<file path="src/rtl/line_arb_pkg.sv">
// Shared types and constants for the cache-line arbiter.
package line_arb_pkg;

    typedef enum logic {
        IDLE = 1'b0,
        BUSY = 1'b1
    } state_t;

    localparam int PRIO_RR    = 0;
    localparam int PRIO_FIXED = 1;

endpackage

</file>
<file path="src/rtl/rr_picker.sv">
// Combinational winner selection: round-robin from ptr+1, or fixed lowest-index.
module rr_picker #(
    parameter int NUM_CH = 3,
    parameter int IDX_W  = 2
) (
    input  logic [NUM_CH-1:0] req,
    input  logic [IDX_W-1:0]  ptr,
    input  logic              mode,
    output logic [IDX_W-1:0]  idx,
    output logic              valid
);

    always_comb begin
        idx   = '0;
        valid = |req;
        if (mode) begin
            for (int i = NUM_CH - 1; i >= 0; i--) begin
                if (req[i]) idx = IDX_W'(i);
            end
        end else begin
            // Walk offsets downward so the closest channel after ptr wins last.
            for (int k = NUM_CH; k >= 1; k--) begin
                int j;
                j = (int'(ptr) + k) % NUM_CH;
                if (req[j]) idx = IDX_W'(j);
            end
        end
    end

endmodule

</file>
<file path="src/rtl/line_arbiter.sv">
// Arbitrates NUM_CH cache-line requestors onto one cacheline adaptor port.
// Optional LINE_ARBITER_PERF_EN adds per-channel completion counters (grant_count).
module line_arbiter
    import line_arb_pkg::*;
#(
    parameter int NUM_CH    = 3,
    parameter int LINE_W    = 256,
    parameter int ADDR_W    = 32,
    parameter int PRIO_MODE = 0
) (
    input  logic                           clk,
    input  logic                           rst,
    input  logic [NUM_CH-1:0]              ch_read,
    input  logic [NUM_CH-1:0]              ch_write,
    input  logic [NUM_CH-1:0][ADDR_W-1:0]  ch_address,
    input  logic [NUM_CH-1:0][LINE_W-1:0]  ch_wdata,
    output logic [NUM_CH-1:0]              ch_resp,
    output logic [LINE_W-1:0]              ch_rdata,
    output logic                           mem_read,
    output logic                           mem_write,
    output logic [ADDR_W-1:0]              mem_address,
    output logic [LINE_W-1:0]              mem_wdata,
    input  logic                           mem_resp,
    input  logic [LINE_W-1:0]              mem_rdata
`ifdef LINE_ARBITER_PERF_EN
    ,
    output logic [NUM_CH-1:0][31:0]        grant_count
`endif
);

    localparam int IDX_W = (NUM_CH > 1) ? $clog2(NUM_CH) : 1;

    state_t             state;
    logic [IDX_W-1:0]   gnt;
    logic [IDX_W-1:0]   ptr;
    logic [IDX_W-1:0]   win;
    logic               win_valid;
    logic [NUM_CH-1:0]  req;

    assign req = ch_read | ch_write;

    rr_picker #(
        .NUM_CH (NUM_CH),
        .IDX_W  (IDX_W)
    ) u_pick (
        .req   (req),
        .ptr   (ptr),
        .mode  (PRIO_MODE == PRIO_FIXED),
        .idx   (win),
        .valid (win_valid)
    );

    always_ff @(posedge clk or posedge rst) begin
        if (rst) begin
            state       <= IDLE;
            gnt         <= '0;
            ptr         <= IDX_W'(NUM_CH - 1);
            mem_read    <= 1'b0;
            mem_write   <= 1'b0;
            mem_address <= '0;
            mem_wdata   <= '0;
        end else begin
            case (state)
                IDLE: begin
                    if (win_valid) begin
                        state       <= BUSY;
                        gnt         <= win;
                        ptr         <= win;
                        // A simultaneous read+write is served as a write.
                        mem_write   <= ch_write[win];
                        mem_read    <= !ch_write[win];
                        mem_address <= ch_address[win];
                        mem_wdata   <= ch_wdata[win];
                    end
                end
                BUSY: begin
                    if (mem_resp) begin
                        state     <= IDLE;
                        mem_read  <= 1'b0;
                        mem_write <= 1'b0;
                    end
                end
                default: state <= IDLE;
            endcase
        end
    end

    always_comb begin
        ch_resp = '0;
        if (state == BUSY && mem_resp) ch_resp[gnt] = 1'b1;
    end

    assign ch_rdata = mem_rdata;

`ifdef LINE_ARBITER_PERF_EN
    always_ff @(posedge clk or posedge rst) begin
        if (rst) begin
            grant_count <= '0;
        end else begin
            for (int i = 0; i < NUM_CH; i++) begin
                if (ch_resp[i]) grant_count[i] <= grant_count[i] + 32'd1;
            end
        end
    end
`endif

endmodule
</file>
<file path="config.mk">
export PLATFORM = sky130hd
export DESIGN_NAME = line_arbiter
export DESIGN_NICKNAME = d
export VERILOG_FILES = /design/src/rtl/line_arb_pkg.sv /design/src/rtl/rr_picker.sv /design/src/rtl/line_arbiter.sv
export SDC_FILE = /design/constraint.sdc
export NUM_CORES = 1
export LEC_CHECK = 0
export ABC_AREA = 1
export CAP_MARGIN = 20
export CORE_AREA = 8 8 640 642
export DETAILED_ROUTE_END_ITERATION = 8
export DIE_AREA = 0 0 648 650
export GPL_ROUTABILITY_DRIVEN = 0
export PLACE_DENSITY = 0.35
export SKIP_CTS_REPAIR_TIMING = 1
export SYNTH_ARGS = -nofsm -noshare
export SYNTH_HDL_FRONTEND = slang
export SYNTH_SLANG_ARGS = --single-unit
</file>
<file path="constraint.sdc">
create_clock -name clk -period 28.5 [get_ports clk]
set_clock_uncertainty 0.1 [all_clocks]
set_input_delay 8.55 -clock clk [delete_from_list [all_inputs] [get_ports clk]]
set_output_delay 8.55 -clock clk [all_outputs]
set_load 0.01 [all_outputs]
</file>
# Yosys cells after proc, flatten, opt, wreduce, memory -nomap -nowiden
# Index checks and enable logic that the tools add are counted.
# totals
regBits	295
input_bits	1129
out_inout_bits	549
wordCells	58
# classes
addsub	3
div	3
n_lt_le_gt_ge	6
n_eq_ne	2
mux	29
bitwise_logic	2
reduce_logical	6
# op_table
operator	n
binary-select mux 256 bit (select 2 bit)	1
2-to-1 mux 256 bit	1
< comparator 32 x 4 -> 1 bit (second input constant)	3
remainder unit 32 x 3 -> 32 bit (second input constant)	3
binary-select mux 32 bit (select 2 bit)	1
2-to-1 mux 32 bit	1
2-to-1 mux 1 bit	13
binary-select mux 1 bit (select 2 bit)	4
adder 2 x 2 -> 3 bit (second input constant)	2
< comparator 2 x 3 -> 1 bit (second input constant)	2
2-to-1 mux 2 bit	3
case mux 1 bit (2 select lines)	3
AND reduction 2 bit	2
adder 2 x 1 -> 3 bit (second input constant)	1
2-to-1 mux 3 bit	1
OR 3 bit	1
OR reduction 3 bit	1
demux 1 bit (select 2 bit)	1
>= comparator 2 x 1 -> 1 bit (second input constant)	1
logical AND 1 bit	2
!= test 2 x 1 -> 1 bit (second input constant)	1
!= test 2 bit (second input constant)	1
logical NOT 1 bit	1
inverter 1 bit	1

# Logic depth before layout (Yosys ltp)
# depth
ltp_word	13
depth_mapped	16

# By module
# A second synthesis with hierarchy kept.
# unflattened
cells_unflattened	3736
area_unflattened_um2	22695.5
# by_module_without_submodules
mod	instances	cells_per_inst	area_each_um2	seq_area_each_um2
line_arbiter	1	3692	22485.3	7358.3
rr_picker	1	44	210.2	0.0

# Worst setup path after synthesis
# No wires, ideal clock.
# synth_path
path_kind	input-to-output
from	in mem_resp
to	out ch_resp[0]
arrival_time_ns	8.904
t_required_ns	19.850
slack_ns	10.946
cell_stages	2
n_path_buf	0
cell_sequence	nand2_1 > nor3_1
# synth_via
elab_chain_cells	2
# synth_lines
element	line_no	text
start: declaration	line_arbiter.sv:23	input logic mem_resp,
logical AND 1 bit	line_arbiter.sv:90	if (state == BUSY && mem_resp) ch_resp[gnt] = 1'b1;
2-to-1 mux 3 bit	line_arbiter.sv:90	
end: declaration	line_arbiter.sv:17	output logic [NUM_CH-1:0] ch_resp,
# No other way between the ends.

# Final worst setup path
# layout_path
from	in mem_resp
to	out ch_resp[1]
# Same word-level chain as after synthesis.

==> out/metrics.cfg <==
[finish]
flow.area_growth_from_synthesis_pct = 77.1
nets = 5646
drive_above_1_share = 0.0340
final_core_util = 0.101

[cts]
clk_pin_slew_ns = 0.06
clk_path_buf_depth = 3
htreeDepth = 2
clockRootBuffer = clkbuf_16
cts_inserted_buffers = 53
clkSinkCount = 294
cts_tree = built
clock_latency_ns = 0.73

[yosys]
synthTopCellsByArea = dfrtp_1, nand2_1, inv_1
yosysMostFrequentCell = nand2_1
synth_cell_types = 23
synth-simple-area-share = 0.327
syn-num-nets = 4861
synth_edf_count = 0
synth.avg_cell_area_um2 = 6.11
synth_adder_area_share = 0.00220
synthesis.area_um2 = 22800
ys.flop_type = dfrtp_1
synth_largest_area_cell = dfrtp_1
synth_top_family_by_area = simple AND/OR/NAND/NOR gates
synth_mux_area_frac = 0
netlist_instances = 3728
synth-seq-cells = 294
synth_warnings = 0
synth_xor_area_frac = 0
yosysSeqAreaShare = 0.323
async_reset_ff_frac = 1.00
yosys-top-cells-count = nand2_1, inv_1, nand3_1
netlist.area_leader.share = 0.322
synth-compound-area-share = 0.0657

[setup_path]
cp-end-kind = output pin
worst-setup-path-type = input port to output pin
critPathLaunchType = input port
cp.required_ns = 19.85
arrival_ns = 10.14
regToRegSetupSlack_ns = 23.70
cp_max_fo = 5

[power]
p_seq_frac = 0.142
power_switching_mw = 3.35
p_comb_frac = 0.721
p_sw_frac = 0.600
p_leak_nw = 18.5
clkPwrFrac = 0.137
powerDensity_nw_per_um2 = 139
max-vdd-ir-drop_uv = 107
internal_power_mw = 2.23

[die]
die_w_um = 648
initial_core_util = 0.0569
core_um2 = 400000
rows = 233
die_h_um = 650
io_pins = 1678
dieArea_um2 = 421000

[job]
cap_viol_max_count = 0

[routing]
ant_nets = 0
drc = 0
vias_per_cell = 2.69
drt-initial-drc-count = 1604
avgRoutedWirePerCell_um = 29.8
first_pass_iters = 7
vias = 26500
wirelength_um = 294000

[timing]
slew_viol_final = 0
fin_tns_setup_ns = 0
max_clock_freq_mhz = 53.2
worst_pin_slew_ns = 0.971
rsz0062_at_grt = no
setup_viol = 0
hold_viol = 0
min_period_over_period = 0.659
maxSlewHeadroom = 0.350
finalCriticalPeriod_ns = 18.79

[global_routing]
grt_pass1_vias = 26500
antenna_found_initial = 106
grt_max_degree = 133
grt_usage = 0.134
overflow = 0
grt_pass1_wl_um = 354000

[outcome]
status = finished, final reports clean

[placed_design]
hpwl_um = 259000
io_buffers = 1165

[worst_hold_path]
hp-class = flop to flop

==> area by class of cell <==
type | count | area, um2
inverter | 879 | 3320
multi-input combinational | 2078 | 9020
sequential | 294 | 7360
clock inverter | 27 | 400
tap | 5287 | 6620
clock buffer | 72 | 1550
timing repair buffer | 1207 | 12000
antenna | 15 | 37.5
fill | 47300 | 360000
==> per-stage QoR <==
stage	total power [mW]	worst slack, ns	hold WS (ns)	std cells	area, um2
4_1_cts	5.90	9.74	0.432	9844	40300
5_1_grt	6.12	9.64	0.450	9849	40300
3_5_place_dp	5.06	9.74	0.415	9745	38300
3_3_place_gp	5.09	9.76	0.410	9745	38300
6_report	5.58	9.71	0.423	9859	40300
2_1_floorplan	2.74	10.95	0.401	3728	22800
==> path summary, 6_finish.rpt <==
path,start,to,cells after the start
min in group asynchronous,rst,mem_wdata[172],2
worst max register to register,gnt[0],mem_wdata[250],13
worst min-delay path,mem_wdata[140],mem_wdata[140],2
worst max-delay path,mem_resp,ch_resp[1],4
max in group asynchronous,rst,mem_wdata[42],5
worst min register to register,mem_wdata[140],mem_wdata[140],2
==> worst max-delay path, stage by stage <==
cell and delay [ns]:
clkdlybuf4s50_1 0.51, nand2_1 0.24, nor3_1 0.25, clkdlybuf4s50_1 0.58
==> power by group through the flow <==
stage | Clock, mW | Combinational [mW] | Sequential (mW)
2_1_floorplan | 0 | 1.89 | 0.857
3_3_place_gp | 0 | 4.29 | 0.799
3_5_place_dp | 0 | 4.26 | 0.805
4_1_cts | 0.816 | 4.28 | 0.803
5_1_grt | 0.815 | 4.48 | 0.826
6_report | 0.764 | 4.02 | 0.795
==> logic make-up after synthesis <==
family          Yosys count
compound gates          297
flops                   294
buf+inv                1356
simple gates           1777
fa+ha+maj                 4
==> layer usage <==
layer	up-vias	GRT usage	part of all wire
li1	12400	-	-
met1	12300	0.116	0.30
met2	1491	0.230	0.48
met3	315	0.116	0.19
met4	46	0.0316	0.026
met5	-	0.0101	0.0029
==> cells in the final DEF (no fill, tap or decap), types with 2 or more instances in the layout <==
| cell type | netlist | layout |
|---|---|---|
| clkdlybuf4s50_1 | 0 | 1161 |
| buf_12 | 0 | 2 |
| buf_4 | 271 | 44 |
| nand2_8 | 0 | 2 |
| inv_6 | 0 | 4 |
| clkinv_4 | 0 | 4 |
| a21oi_1 | 288 | 288 |
| inv_2 | 4 | 2 |
| nor2_1 | 289 | 289 |
| o21ai_0 | 3 | 3 |
| nand2_2 | 4 | 2 |
| inv_8 | 0 | 3 |
| diode_2 | 0 | 15 |
| clkinv_2 | 0 | 6 |
| dfrtp_1 | 293 | 293 |
| clkinvlp_4 | 0 | 4 |
| inv_1 | 875 | 874 |
| bufinv_16 | 0 | 9 |
| nand3_1 | 583 | 583 |
| nand2_1 | 892 | 891 |
| o21ai_1 | 2 | 2 |
| clkbuf_1 | 95 | 6 |
| nor2_2 | 3 | 3 |
| o211ai_1 | 4 | 4 |
| nor3_1 | 4 | 4 |
| clkbuf_8 | 0 | 11 |
| ha_1 | 4 | 4 |
| clkbuf_16 | 0 | 55 |
==> registers in the layout (all words and copies together) (netlist names) <==
signal / flops
mem_read: 1
mem_write: 1
gnt: 2
ptr: 1
state: 1
mem_wdata: 256
mem_address: 32
No activity file was read; power rests on OpenSTA's default activity.
